File: src/rtl/iter_div_unit_if.sv
// Request/response bundle between issue, the divide unit and writeback.
// The master side issues operations and consumes results.
interface iter_div_unit_if #(
   parameter int p_seq_num_bits = 5
);
   logic                      req_val;
   logic                      req_rdy;
   logic [1:0]                req_op;
   logic [31:0]               req_op1;
   logic [31:0]               req_op2;
   logic [4:0]                req_waddr;
   logic [p_seq_num_bits-1:0] req_seq_num;
   logic                      resp_val;
   logic                      resp_rdy;
   logic [31:0]               resp_wdata;
   logic [4:0]                resp_waddr;
   logic [p_seq_num_bits-1:0] resp_seq_num;

   modport master (
      output req_val, req_op, req_op1, req_op2,
      output req_waddr, req_seq_num, resp_rdy,
      input  req_rdy, resp_val, resp_wdata,
      input  resp_waddr, resp_seq_num
   );

   modport slave (
      input  req_val, req_op, req_op1, req_op2,
      input  req_waddr, req_seq_num, resp_rdy,
      output req_rdy, resp_val, resp_wdata,
      output resp_waddr, resp_seq_num
   );
endinterface

File: src/rtl/iter_div_unit.sv
// Iterative restoring divider for div/divu/rem/remu, one quotient
// bit per cycle, one operation in flight.
module iter_div_unit #(
   parameter int p_seq_num_bits = 5
) (
   input logic           clk,
   input logic           rst,
   iter_div_unit_if.slave io
);
   typedef enum logic [1:0] {IDLE, CALC, DONE} state_t;

   state_t                    state_q, state_d;
   logic [1:0]                op_q;
   logic [4:0]                waddr_q;
   logic [p_seq_num_bits-1:0] seq_q;
   logic [31:0]               rem_q, dvd_q, dsr_q;
   logic [4:0]                cnt_q;
   logic                      q_neg_q, r_neg_q, dz_q, ovf_q;

   logic        accept, is_signed, is_rem;
   logic [31:0] op1_mag, op2_mag;
   logic [32:0] rem_sh, trial;
   logic [31:0] q_val, r_val, wdata;

   assign accept    = (state_q == IDLE) && io.req_val;
   assign is_signed = ~io.req_op[0];
   assign op1_mag   = (is_signed && io.req_op1[31]) ? -io.req_op1
                                                    : io.req_op1;
   assign op2_mag   = (is_signed && io.req_op2[31]) ? -io.req_op2
                                                    : io.req_op2;

   // Shift in the next dividend bit; remainder can briefly need 33 bits
   assign rem_sh = {rem_q, dvd_q[31]};
   assign trial  = rem_sh - {1'b0, dsr_q};

   always_ff @(posedge clk or posedge rst) begin
      if (rst) state_q <= IDLE;
      else     state_q <= state_d;
   end

   always_comb begin
      state_d = state_q;
      unique case (state_q)
         IDLE:    if (io.req_val)    state_d = CALC;
         CALC:    if (cnt_q == 5'd0) state_d = DONE;
         DONE:    if (io.resp_rdy)   state_d = IDLE;
         default: state_d = IDLE;
      endcase
   end

   always_ff @(posedge clk or posedge rst) begin
      if (rst) begin
         op_q    <= '0;
         waddr_q <= '0;
         seq_q   <= '0;
         rem_q   <= '0;
         dvd_q   <= '0;
         dsr_q   <= '0;
         cnt_q   <= '0;
         q_neg_q <= 1'b0;
         r_neg_q <= 1'b0;
         dz_q    <= 1'b0;
         ovf_q   <= 1'b0;
      end else if (accept) begin
         op_q    <= io.req_op;
         waddr_q <= io.req_waddr;
         seq_q   <= io.req_seq_num;
         rem_q   <= '0;
         dvd_q   <= op1_mag;
         dsr_q   <= op2_mag;
         cnt_q   <= 5'd31;
         q_neg_q <= is_signed & (io.req_op1[31] ^ io.req_op2[31]);
         r_neg_q <= is_signed & io.req_op1[31];
         dz_q    <= (io.req_op2 == 32'd0);
         ovf_q   <= is_signed && (io.req_op1 == 32'h8000_0000)
                              && (io.req_op2 == 32'hFFFF_FFFF);
      end else if (state_q == CALC) begin
         rem_q <= trial[32] ? rem_sh[31:0] : trial[31:0];
         dvd_q <= {dvd_q[30:0], ~trial[32]};
         if (cnt_q != 5'd0) cnt_q <= cnt_q - 5'd1;
      end
   end

   assign is_rem = op_q[1];
   assign q_val  = q_neg_q ? -dvd_q : dvd_q;
   assign r_val  = r_neg_q ? -rem_q : rem_q;

   // A zero divisor leaves |op1| in the remainder, so rem already yields op1
   always_comb begin
      wdata = q_val;
      unique case (1'b1)
         ovf_q && is_rem:          wdata = 32'd0;
         ovf_q && !is_rem:         wdata = 32'h8000_0000;
         dz_q && !is_rem:          wdata = 32'hFFFF_FFFF;
         !ovf_q && is_rem:         wdata = r_val;
         !ovf_q && !dz_q && !is_rem: wdata = q_val;
         default:                  wdata = q_val;
      endcase
   end

   assign io.req_rdy      = (state_q == IDLE);
   assign io.resp_val     = (state_q == DONE);
   assign io.resp_wdata   = wdata;
   assign io.resp_waddr   = waddr_q;
   assign io.resp_seq_num = seq_q;
endmodule
File: src/flat_wrapper.sv
// flat-port wrapper written by rule: the top's interface ports become plain ports
module iter_div_unit_flat 
#(
   parameter int p_seq_num_bits = 5
)
  (clk, rst, io_req_val, io_req_op, io_req_op1, io_req_op2, io_req_waddr, io_req_seq_num, io_resp_rdy, io_req_rdy, io_resp_val, io_resp_wdata, io_resp_waddr, io_resp_seq_num);
  iter_div_unit_if #(.p_seq_num_bits(p_seq_num_bits)) io_i ();
  input logic clk;
  input logic rst;
  input wire logic [$bits(io_i.req_val)-1:0] io_req_val;
  input wire logic [$bits(io_i.req_op)-1:0] io_req_op;
  input wire logic [$bits(io_i.req_op1)-1:0] io_req_op1;
  input wire logic [$bits(io_i.req_op2)-1:0] io_req_op2;
  input wire logic [$bits(io_i.req_waddr)-1:0] io_req_waddr;
  input wire logic [$bits(io_i.req_seq_num)-1:0] io_req_seq_num;
  input wire logic [$bits(io_i.resp_rdy)-1:0] io_resp_rdy;
  output wire logic [$bits(io_i.req_rdy)-1:0] io_req_rdy;
  output wire logic [$bits(io_i.resp_val)-1:0] io_resp_val;
  output wire logic [$bits(io_i.resp_wdata)-1:0] io_resp_wdata;
  output wire logic [$bits(io_i.resp_waddr)-1:0] io_resp_waddr;
  output wire logic [$bits(io_i.resp_seq_num)-1:0] io_resp_seq_num;
  assign io_i.req_val = io_req_val;
  assign io_i.req_op = io_req_op;
  assign io_i.req_op1 = io_req_op1;
  assign io_i.req_op2 = io_req_op2;
  assign io_i.req_waddr = io_req_waddr;
  assign io_i.req_seq_num = io_req_seq_num;
  assign io_i.resp_rdy = io_resp_rdy;
  assign io_req_rdy = io_i.req_rdy;
  assign io_resp_val = io_i.resp_val;
  assign io_resp_wdata = io_i.resp_wdata;
  assign io_resp_waddr = io_i.resp_waddr;
  assign io_resp_seq_num = io_i.resp_seq_num;
  iter_div_unit #(.p_seq_num_bits(p_seq_num_bits)) u_core (.clk(clk), .rst(rst), .io(io_i));
endmodule
File: config.mk
export PLATFORM = sky130hd
export DESIGN_NAME = iter_div_unit_flat
export DESIGN_NICKNAME = d
export VERILOG_FILES = /design/src/rtl/iter_div_unit_if.sv /design/src/rtl/iter_div_unit.sv /design/src/flat_wrapper.sv
export SDC_FILE = /design/constraint.sdc
export NUM_CORES = 1
export LEC_CHECK = 0
export ABC_AREA = 0
export CAP_MARGIN = 30
export CORE_ASPECT_RATIO = 2
export CORE_MARGIN = 2
export CORE_UTILIZATION = 55
export DETAILED_ROUTE_END_ITERATION = 7
export DONT_BUFFER_PORTS = 1
export GPL_ROUTABILITY_DRIVEN = 0
export PLACE_DENSITY = 0.79
export REMOVE_ABC_BUFFERS = 1
export SYNTH_ARGS = -nofsm -noshare
export SYNTH_HDL_FRONTEND = slang
export SYNTH_SLANG_ARGS = --single-unit
File: constraint.sdc
create_clock -name clk -period 6.25 [get_ports clk]
set_input_delay 0.9375 -clock clk [delete_from_list [all_inputs] [get_ports clk]]
set_output_delay 0.9375 -clock clk [all_outputs]
set_load 0.1 [all_outputs]
==> impl_metrics.yaml, run 1 <==
run_status:
  outcome: "finished clean"
clock_tree:
  cts-buffers-inserted: 17
  htree_levels: 4
  clock_path_buffers: 2
  clock-root-buffer: "clkbuf_16"
  cts_hold_buf: 0
  cts_resized: 0
  post_cts_buffers: 0
  cts_tree: "done"
  clkLatencyLatePin_ns: 0.43
  cts.clk_slew.worst_paths_ns: 0.06
  cts.sinks: 118
final_layout:
  fill_cells: 1427
  layout-drive-gt1-share_pct: 11.0
  seqCellArea_um2: 2950
  insertedDiodeCount: 0
  areaGrowthSynthToFinish_pct: 14.8
  final_cell_mix: "nand2_1 (138), dfrtp_1 (118), o21ai_0 (117)"
  multi_input_area_um2: 6630
  layout_commonest_cell: "nand2_1"
  final_net_count: 1350
run:
  drv_cap: 0
yosys:
  synth_flop_cell: "dfrtp_1"
  seq_area_frac_synth_pct: 29.8
  ys_types: 62
  async_flop_share_pct: 100
  syn_avg_cell_area_um2: 7.99
  yosysWarnings: 0
  syn_inst: 1240
  synth_area_um2: 9910
  synth_top_area_cell: "dfrtp_1"
  synth-edff-count: 0
  yosys-top-cells-area: "dfrtp_1 (30%), xor2_1 (6.9%), o21ai_0 (6.7%)"
  synth_top_area_share_pct: 29.8
  synth-seq-cells: 118
timing:
  fin_skew_ns: 0.00834
  post-route-period-util_pct: 77.4
  slew_violations: 0
  slew_headroom_pct: 33.6
  fmax_ghz: 0.207
  fin_crit_ns: 4.84
  setup_viol: 0
  worst_pin_slew_ns: 0.996
  hold_viol_final: 0
  tns_ns: 0
  rsz0062_at_grt: "false"
floorplan:
  fp.dieArea_um2: 19200
  coreArea_um2: 17700
  core.rowCount: 69
  chipHeight_um: 194
  fp.dieW_um: 98.9
  io_pins: 124
  start_util_pct: 56.0
place:
  io_buffers: 0
  post-dp-hpwl_um: 23100
routing:
  first_pass_iters: 5
  dr.first_iter.drc_count: 741
  viasPerCell: 6.84
  routedWlPerCell_um: 21.8
  drc: 0
  drt_wl_total_um: 31700
  ant_nets: 0
  vias: 9952
worst_setup_path:
  worstReg2RegStart: "u_core.dvd_q[31]$_DFFE_PP0P_"
  critPathCaptureType: "output pin"
  startpoint: "u_core.rem_q[13]$_DFFE_PP0P_"
  startpoint_type: "flip-flop"
  critPathMaxFanout: 8
  criticalPathCategory: "flip-flop to output pin"
  cp.arrival_ns: 3.90
  crit_required_ns: 5.31
global_route:
  antenna_found_initial: 0
  grt_max_degree: 93
  grt_pass1_vias: 9941
  grt_usage_pct: 33.3
  grt_pass1_wl_um: 50900
  grt_overflow: 0
worst_hold_path:
  worstHoldPathType: "input port to async pin"
critical path: stages, from the launching register on:
cell and delay (ns):
dfrtp_1 0.47, or4_1 0.60, or3_1 0.39, or4_1 0.47
or3_1 0.47, o31ai_1 0.40, xor2_1 0.15, o22ai_2 0.20
buf_4 0.32
registers in the layout (all words and copies together) (netlist names):
signal / flops
u_core.r_neg_q: 1
u_core.dsr_q: 32
u_core.state_q: 2
u_core.rem_q: 32
u_core.q_neg_q: 1
u_core.op_q: 1
u_core.dz_q: 1
u_core.io.resp_waddr: 5
u_core.dvd_q: 32
u_core.ovf_q: 1
u_core.cnt_q: 5
u_core.io.resp_seq_num: 5
cells in the mapped netlist, types with 20 or more instances:
cell,count
a311o_1,20
clkbuf_1,71
nand3_1,26
nor3_1,21
a21oi_1,74
nor2_1,59
ha_1,39
o21ai_0,133
o31ai_1,29
xor2_1,78
inv_1,58
xnor2_1,64
nor4_1,32
and3_1,29
o211ai_1,26
nand2_1,139
a22oi_1,26
dfrtp_1,118
per-stage QoR:
stage / utilization (%) / hold slack (ns) / worst slack [ns] / instance area, um2 / instances
floorplan: - / 0.450 / 0.841 / 9620 / 1163
global placement: 57.7 / 0.467 / 1.92 / 10200 / 1395
CTS: 63.7 / 0.443 / 1.44 / 11300 / 1450
global route: 64.3 / 0.475 / 1.28 / 11400 / 1455
detailed placement: 60.3 / 0.470 / 1.94 / 10700 / 1419
finish: 64.3 / 0.424 / 1.41 / 11400 / 1455
area by class of cell:
cell class | instances | area share [%]
inverters | 58 | 1.94
multi-input cells | 987 | 58.3
clock buffers | 23 | 4.20
repair buffers | 48 | 6.16
clock inverters | 8 | 1.08
well taps | 213 | 2.34
flip-flops and latches | 118 | 26.0
logic make-up after synthesis:
| group | count (synthesis) | share of synthesized area [%] |
|---|---|---|
| muxes | 4 | 0.404 |
| AOI/OAI and AO/OA | 402 | 26.7 |
| adders and majority gates | 40 | 5.13 |
| buffers and inverters | 135 | 5.11 |
| DFF | 118 | 29.8 |
| xor gates and xnor gates | 142 | 12.6 |
| and+or+nand+nor | 399 | 20.3 |
final timing paths:
check | endpoint | slack (ns) | cells past startpoint
min in group clk | u_core.dsr_q[25]$_DFFE_PP0P_ | 0.48 | 2
hold / removal | u_core.dsr_q[3]$_DFFE_PP0P_ | 0.42 | 1
setup reg to reg | u_core.rem_q[4]$_DFFE_PP0P_ | 1.97 | 11
setup / recovery | io_resp_wdata[31] | 1.41 | 8
max in group asynchronous | u_core.dvd_q[29]$_DFFE_PP0P_ | 4.86 | 3
hold reg to reg | u_core.dsr_q[25]$_DFFE_PP0P_ | 0.48 | 2
metal layers:
| layer | GRT usage (%) | up-vias | wire, um |
|---|---|---|---|
| li1 | - | 4551 | - |
| met3 | 5.73 | 176 | 1760 |
| met1 | 33.7 | 4784 | 10600 |
| met5 | 0 | - | 0 |
| met2 | 59.3 | 441 | 16700 |
| met4 | 24.7 | 0 | 2610 |
Power of run 1 is left out: the tool's default activity adds up to more than one toggle a clock period on the data nets, which glitch-free logic cannot reach.
==> run 2, diff against run 1 <==
- clock period: 6.25 -> 4.5 ns (I/O delays scaled with it)
==> impl_metrics.yaml, run 2 (synthesis gave the netlist of run 1 again) <==
timing:
  slew_headroom_pct: 27.5
  hold_viol_final: 0
  setup_slack_ns: 0.0986
  fin_skew_ns: 0.00878
  slew_violations: 0
  fin_crit_ns: 4.40
  post-route-period-util_pct: 97.8
  setup_viol: 0
  holdWs_ns: 0.183
  worst_pin_slew_ns: 1.08
  fmax_ghz: 0.227
  tns_ns: 0
worst_setup_path:
  max_stage_delay_ns: 0.59
  crit_required_ns: 3.83
  critPathCaptureType: "output pin"
  crit_slowest_cell: "or4_1"
  crit_chain: "or4_1 -> or3_1 -> or4_1 -> or3_1 -> o31ai_1 -> xor2_1 -> o221ai_2 -> buf_4"
  criticalPathCategory: "flip-flop to output pin"
  cp.arrival_ns: 3.73
  crit_family: "simple AND/OR/NAND/NOR gates"
  startpoint_type: "flip-flop"
  critPathMaxFanout: 8
  worstReg2RegStart: "u_core.dsr_q[0]$_DFFE_PP0P_"
  worst-path-buf-inv: 1
  startpoint: "u_core.rem_q[13]$_DFFE_PP0P_"
final_layout:
  largestRegisters: "u_core.dsr_q: 32 flops, u_core.dvd_q: 32 flops, u_core.rem_q: 32 flops"
  areaGrowthSynthToFinish_pct: 12.5
  fin_util_pct: 63.0
  final_net_count: 1355
  insertedDiodeCount: 0
  layout_commonest_cell: "nand2_1"
  final_cell_mix: "nand2_1 (138), dfrtp_1 (118), o21ai_0 (113)"
  layout-drive-gt1-share_pct: 11.5
worst_hold_path:
  worstHoldPathType: "input port to async pin"
place:
  place_ws_ns: 0.494
  post-dp-hpwl_um: 22900
  io_buffers: 0
global_route:
  grt_pass1_vias: 9726
  grt_max_degree: 83
  antenna_found_initial: 0
  grt_pass1_wl_um: 49000
  grt_overflow: 0
  grt_usage_pct: 31.9
  grtUsageMet2_pct: 56.7
  use_met1_pct: 31.5
  grt_util_met3_pct: 5.84
  grt-busiest-layer: "met2"
floorplan:
  core.rowCount: 69
  coreArea_um2: 17700
  chipHeight_um: 194
  fp.dieW_um: 98.9
  fp.dieArea_um2: 19200
  io_pins: 124
  start_util_pct: 56.0
routing:
  dr.first_iter.drc_count: 580
  ant_nets: 0
  drt_wl_total_um: 30800
  vias: 9847
  first_pass_iters: 5
  drc: 0
  routedWlPerCell_um: 21.1
  viasPerCell: 6.75
clock_tree:
  cts.clk_slew.worst_paths_ns: 0.05
  cts_tree: "done"
  clock-root-buffer: "clkbuf_16"
  htree_levels: 4
  clkLatencyLatePin_ns: 0.42
  cts.sinks: 118
  clock_path_buffers: 2
  cts-buffers-inserted: 17
  cts_hold_buf: 0
run_status:
  outcome: "finished clean"
run:
  drv_cap: 0
run 2: timing repair:
item	CTS	global route
setup buffers	0	0
endpoints found under the setup margin	0	7
gates resized for setup	0	15
run 2: per-layer routing:
layer	routed length [um]	up-vias
met4	2770	0
li1	-	4558
met3	1640	162
met5	0	-
met2	16000	419
met1	10400	4708
run 2: stage by stage:
stage,instances,cell area (um2)
detailed placement,1428,10500
CTS,1457,11100
global route,1458,11100
global placement,1423,10400
floorplan,1163,9620
finish,1458,11100
run 2: path summary, 6_finish.rpt:
kind	endpoint	slack (ns)	cells after the start
min in group clk	u_core.q_neg_q$_DFFE_PP0P_	0.35	1
min reg2reg	u_core.dsr_q[22]$_DFFE_PP0P_	0.48	2
max reg2reg	u_core.rem_q[24]$_DFFE_PP0P_	0.61	11
max	io_resp_wdata[29]	0.1	8
max in group asynchronous	u_core.rem_q[24]$_DFFE_PP0P_	3.39	2
min	u_core.io.resp_waddr[4]$_DFFE_PP0P_	0.18	1
run 2: final cells by class:
type	count	area, um2
clock inverters	8	124
inverters	58	220
clock buffers	21	480
repair buffers	53	465
fillers	1481	6550
flip-flops and latches	118	2950
multi-input cells	987	6640
well taps	213	267
Power of run 2 is left out for the same reason.
==> patch, RTL diff (flow settings as in run 2) <==
`p_seq_num_bits` is set to 5 in 3 places; all go to 10.
--- a/src/rtl/iter_div_unit_if.sv
+++ b/src/rtl/iter_div_unit_if.sv
@@ -2,5 +2,5 @@
 // The master side issues operations and consumes results.
 interface iter_div_unit_if #(
-   parameter int p_seq_num_bits = 5
+   parameter int p_seq_num_bits = 10
 );
    logic                      req_val;
--- a/src/rtl/iter_div_unit.sv
+++ b/src/rtl/iter_div_unit.sv
@@ -2,5 +2,5 @@
 // bit per cycle, one operation in flight.
 module iter_div_unit #(
-   parameter int p_seq_num_bits = 5
+   parameter int p_seq_num_bits = 10
 ) (
    input logic           clk,
--- a/src/flat_wrapper.sv
+++ b/src/flat_wrapper.sv
@@ -2,5 +2,5 @@
 module iter_div_unit_flat 
 #(
-   parameter int p_seq_num_bits = 5
+   parameter int p_seq_num_bits = 10
 )
   (clk, rst, io_req_val, io_req_op, io_req_op1, io_req_op2, io_req_waddr, io_req_seq_num, io_resp_rdy, io_req_rdy, io_resp_val, io_resp_wdata, io_resp_waddr, io_resp_seq_num);
Ports: changed (resized io_req_seq_num and io_resp_seq_num); port bits go from 124 to 134. The function was not compared with the original's and may differ.
==> patch against run 2 <==
Global-route usage shrank 3.0 points; routed wire length shrank 10%; synthesized area shrank 0.35%; non-clock buffer count grew 3; sequential cell count grew 5; setup slack lost 0.042 ns; design area grew 0.29%; largest cell class unchanged.
Power is left out: the tool's default activity adds up to more than one toggle a clock period on the data nets, which glitch-free logic cannot reach.
==> patch: results (changes against run 2) <==
top_regs: "u_core.dsr_q (32), u_core.dvd_q (32), u_core.rem_q (32)"
seq_area_frac_synth_pct: 31.17  # +1.4 points
n_antenna_cell: 0  # unchanged
r2r_cells: 12  # +1
grt_pass1_wl_microns: 45060  # -8.0%
r2r_start: "u_core.dvd_q[31]$_DFFE_PP0P_"
fin_nets: 1368  # +0.96%
grtUsageMet1_pct: 29.95  # -1.5 points
drive_above_1_share_pct: 10.37  # -1.1 points
first_pass_iters: 7  # +2
arrival_ns: 3.77  # +0.04 ns
synthTopCellsByCount: "170 x nand2_1, 147 x o21ai_0, 123 x dfrtp_1, 78 x xor2_1, 70 x a21oi_1"
dp_hpwl_microns: 20720  # -9.5%
slew_viol_final: 0  # unchanged
tightestPinTransition_ns: 1.041  # -0.04416 ns
status: "complete, no violations"
r2r-end: "u_core.rem_q[26]$_DFFE_PP0P_"
grt_pass1_vias: 9501  # -2.3%
critPathMaxFanout: 6  # -2
hold_slack_ns: 0.2333  # +0.05072 ns
yosysUniqueCellTypes: 68  # +9.7%
yosys-top-cells-area: "dfrtp_1 31%, o21ai_0 7.5%, xor2_1 6.9%"
grt_max_degree: 69  # -17%
synthCells: 1233  # -0.56%
clock-skew-final_ns: 0.007845  # -0.0009360 ns
wl_per_cell_microns: 18.86  # -11%
clk_pin_slew_worst_paths_ns: 0.06
drt_iter0_markers: 669  # +15%
fillers: 1469  # -0.81%
rrSetupSlack_ns: 0.51  # -0.10 ns
grt_usage_pct: 28.94  # -3.0 points
via_per_inst: 6.377  # -5.6%
drt_wl_total_microns: 27670  # -10%
holdCritPathClass: "primary input to async pin"
grtUsageMet3_pct: 5.383  # -0.46 points
grt_util_met2_pct: 52.90  # -3.8 points
==> patch: changes by cell type after synthesis, sizes merged, moves of 17 or more <==
cell    delta
nand2     +31
clkbuf    -21
mux2i     +21
a311o     -20
and3      -20
nor4      -18
o211ai    -17
==> patch: cell families (layout without fill, tap and decap cells) <==
kind of cell / count (synthesis) / in the layout / share of synthesized area [%]
simple gates: 391 / 391 / 18.83
compound gates: 390 / 390 / 24.91
xor+xnor: 144 / 144 / 12.77
flops: 123 / 123 / 31.17
buf+inv: 120 / 141 / 4.638
fa+ha+maj: 40 / 40 / 5.144
mux: 25 / 25 / 2.534
==> patch: final cells by class <==
type                    instances  share of cell area (%)
multi-input cells             990                   58.46
flip-flops and latches        123                   27.54
repair buffers                 56                   4.442
clock buffers                  23                   4.274
well taps                     213                   2.383
inverters                      55                   1.869
clock inverters                 7                   1.029
==> patch: how the worst max path moves through the flow <==
| stage | startpoint | slack, ns | end |
|---|---|---|---|
| 3_3_place_gp | u_core.dvd_q[6]$_DFFE_PP0P_ | 0.39 | io_resp_wdata[27] |
| 3_5_place_dp | u_core.dvd_q[6]$_DFFE_PP0P_ | 0.40 | io_resp_wdata[27] |
| 6_report | u_core.dvd_q[6]$_DFFE_PP0P_ | 0.06 | io_resp_wdata[25] |
| 4_1_cts | u_core.dvd_q[6]$_DFFE_PP0P_ | 0.007 | io_resp_wdata[25] |
| 2_1_floorplan | u_core.dvd_q[6]$_DFFE_PP0P_ | -0.45 | io_resp_wdata[29] |
| 5_1_grt | u_core.dvd_q[6]$_DFFE_PP0P_ | -0.06 | io_resp_wdata[25] |
==> patch: routing by layer <==
metal | vias up | part of all wire, %
met5 | - | 0
met4 | 0 | 5.4
met3 | 112 | 4.9
met2 | 333 | 54
met1 | 4479 | 36
li1 | 4431 | -
==> patch: critical path: stages (launching register included) <==
cell	delay [ns]
dfrtp_2	0.44
or4_4	0.54
or4_4	0.47
or4_4	0.51
or4_4	0.50
o31ai_2	0.22
xor2_1	0.18
nor2_1	0.07
o21a_1	0.22
buf_6	0.19
==> patch: per-stage QoR <==
step	utilization (%)	cell area (sq um)	setup WS [ns]
finish	63.18	11180	0.05700
CTS	62.79	11110	0.006968
global route	63.18	11180	-0.05605
floorplan	-	9623	-0.4473
detailed placement	59.39	10510	0.3984
global placement	59.11	10460	0.3850
==> patch: what timing repair did <==
item / in CTS / in global routing
endpoints found under the hold margin: 0 / 0
setup endpoints to repair: 3 / 7
resized for setup: 3 / 9
setup buffers: 0 / 4
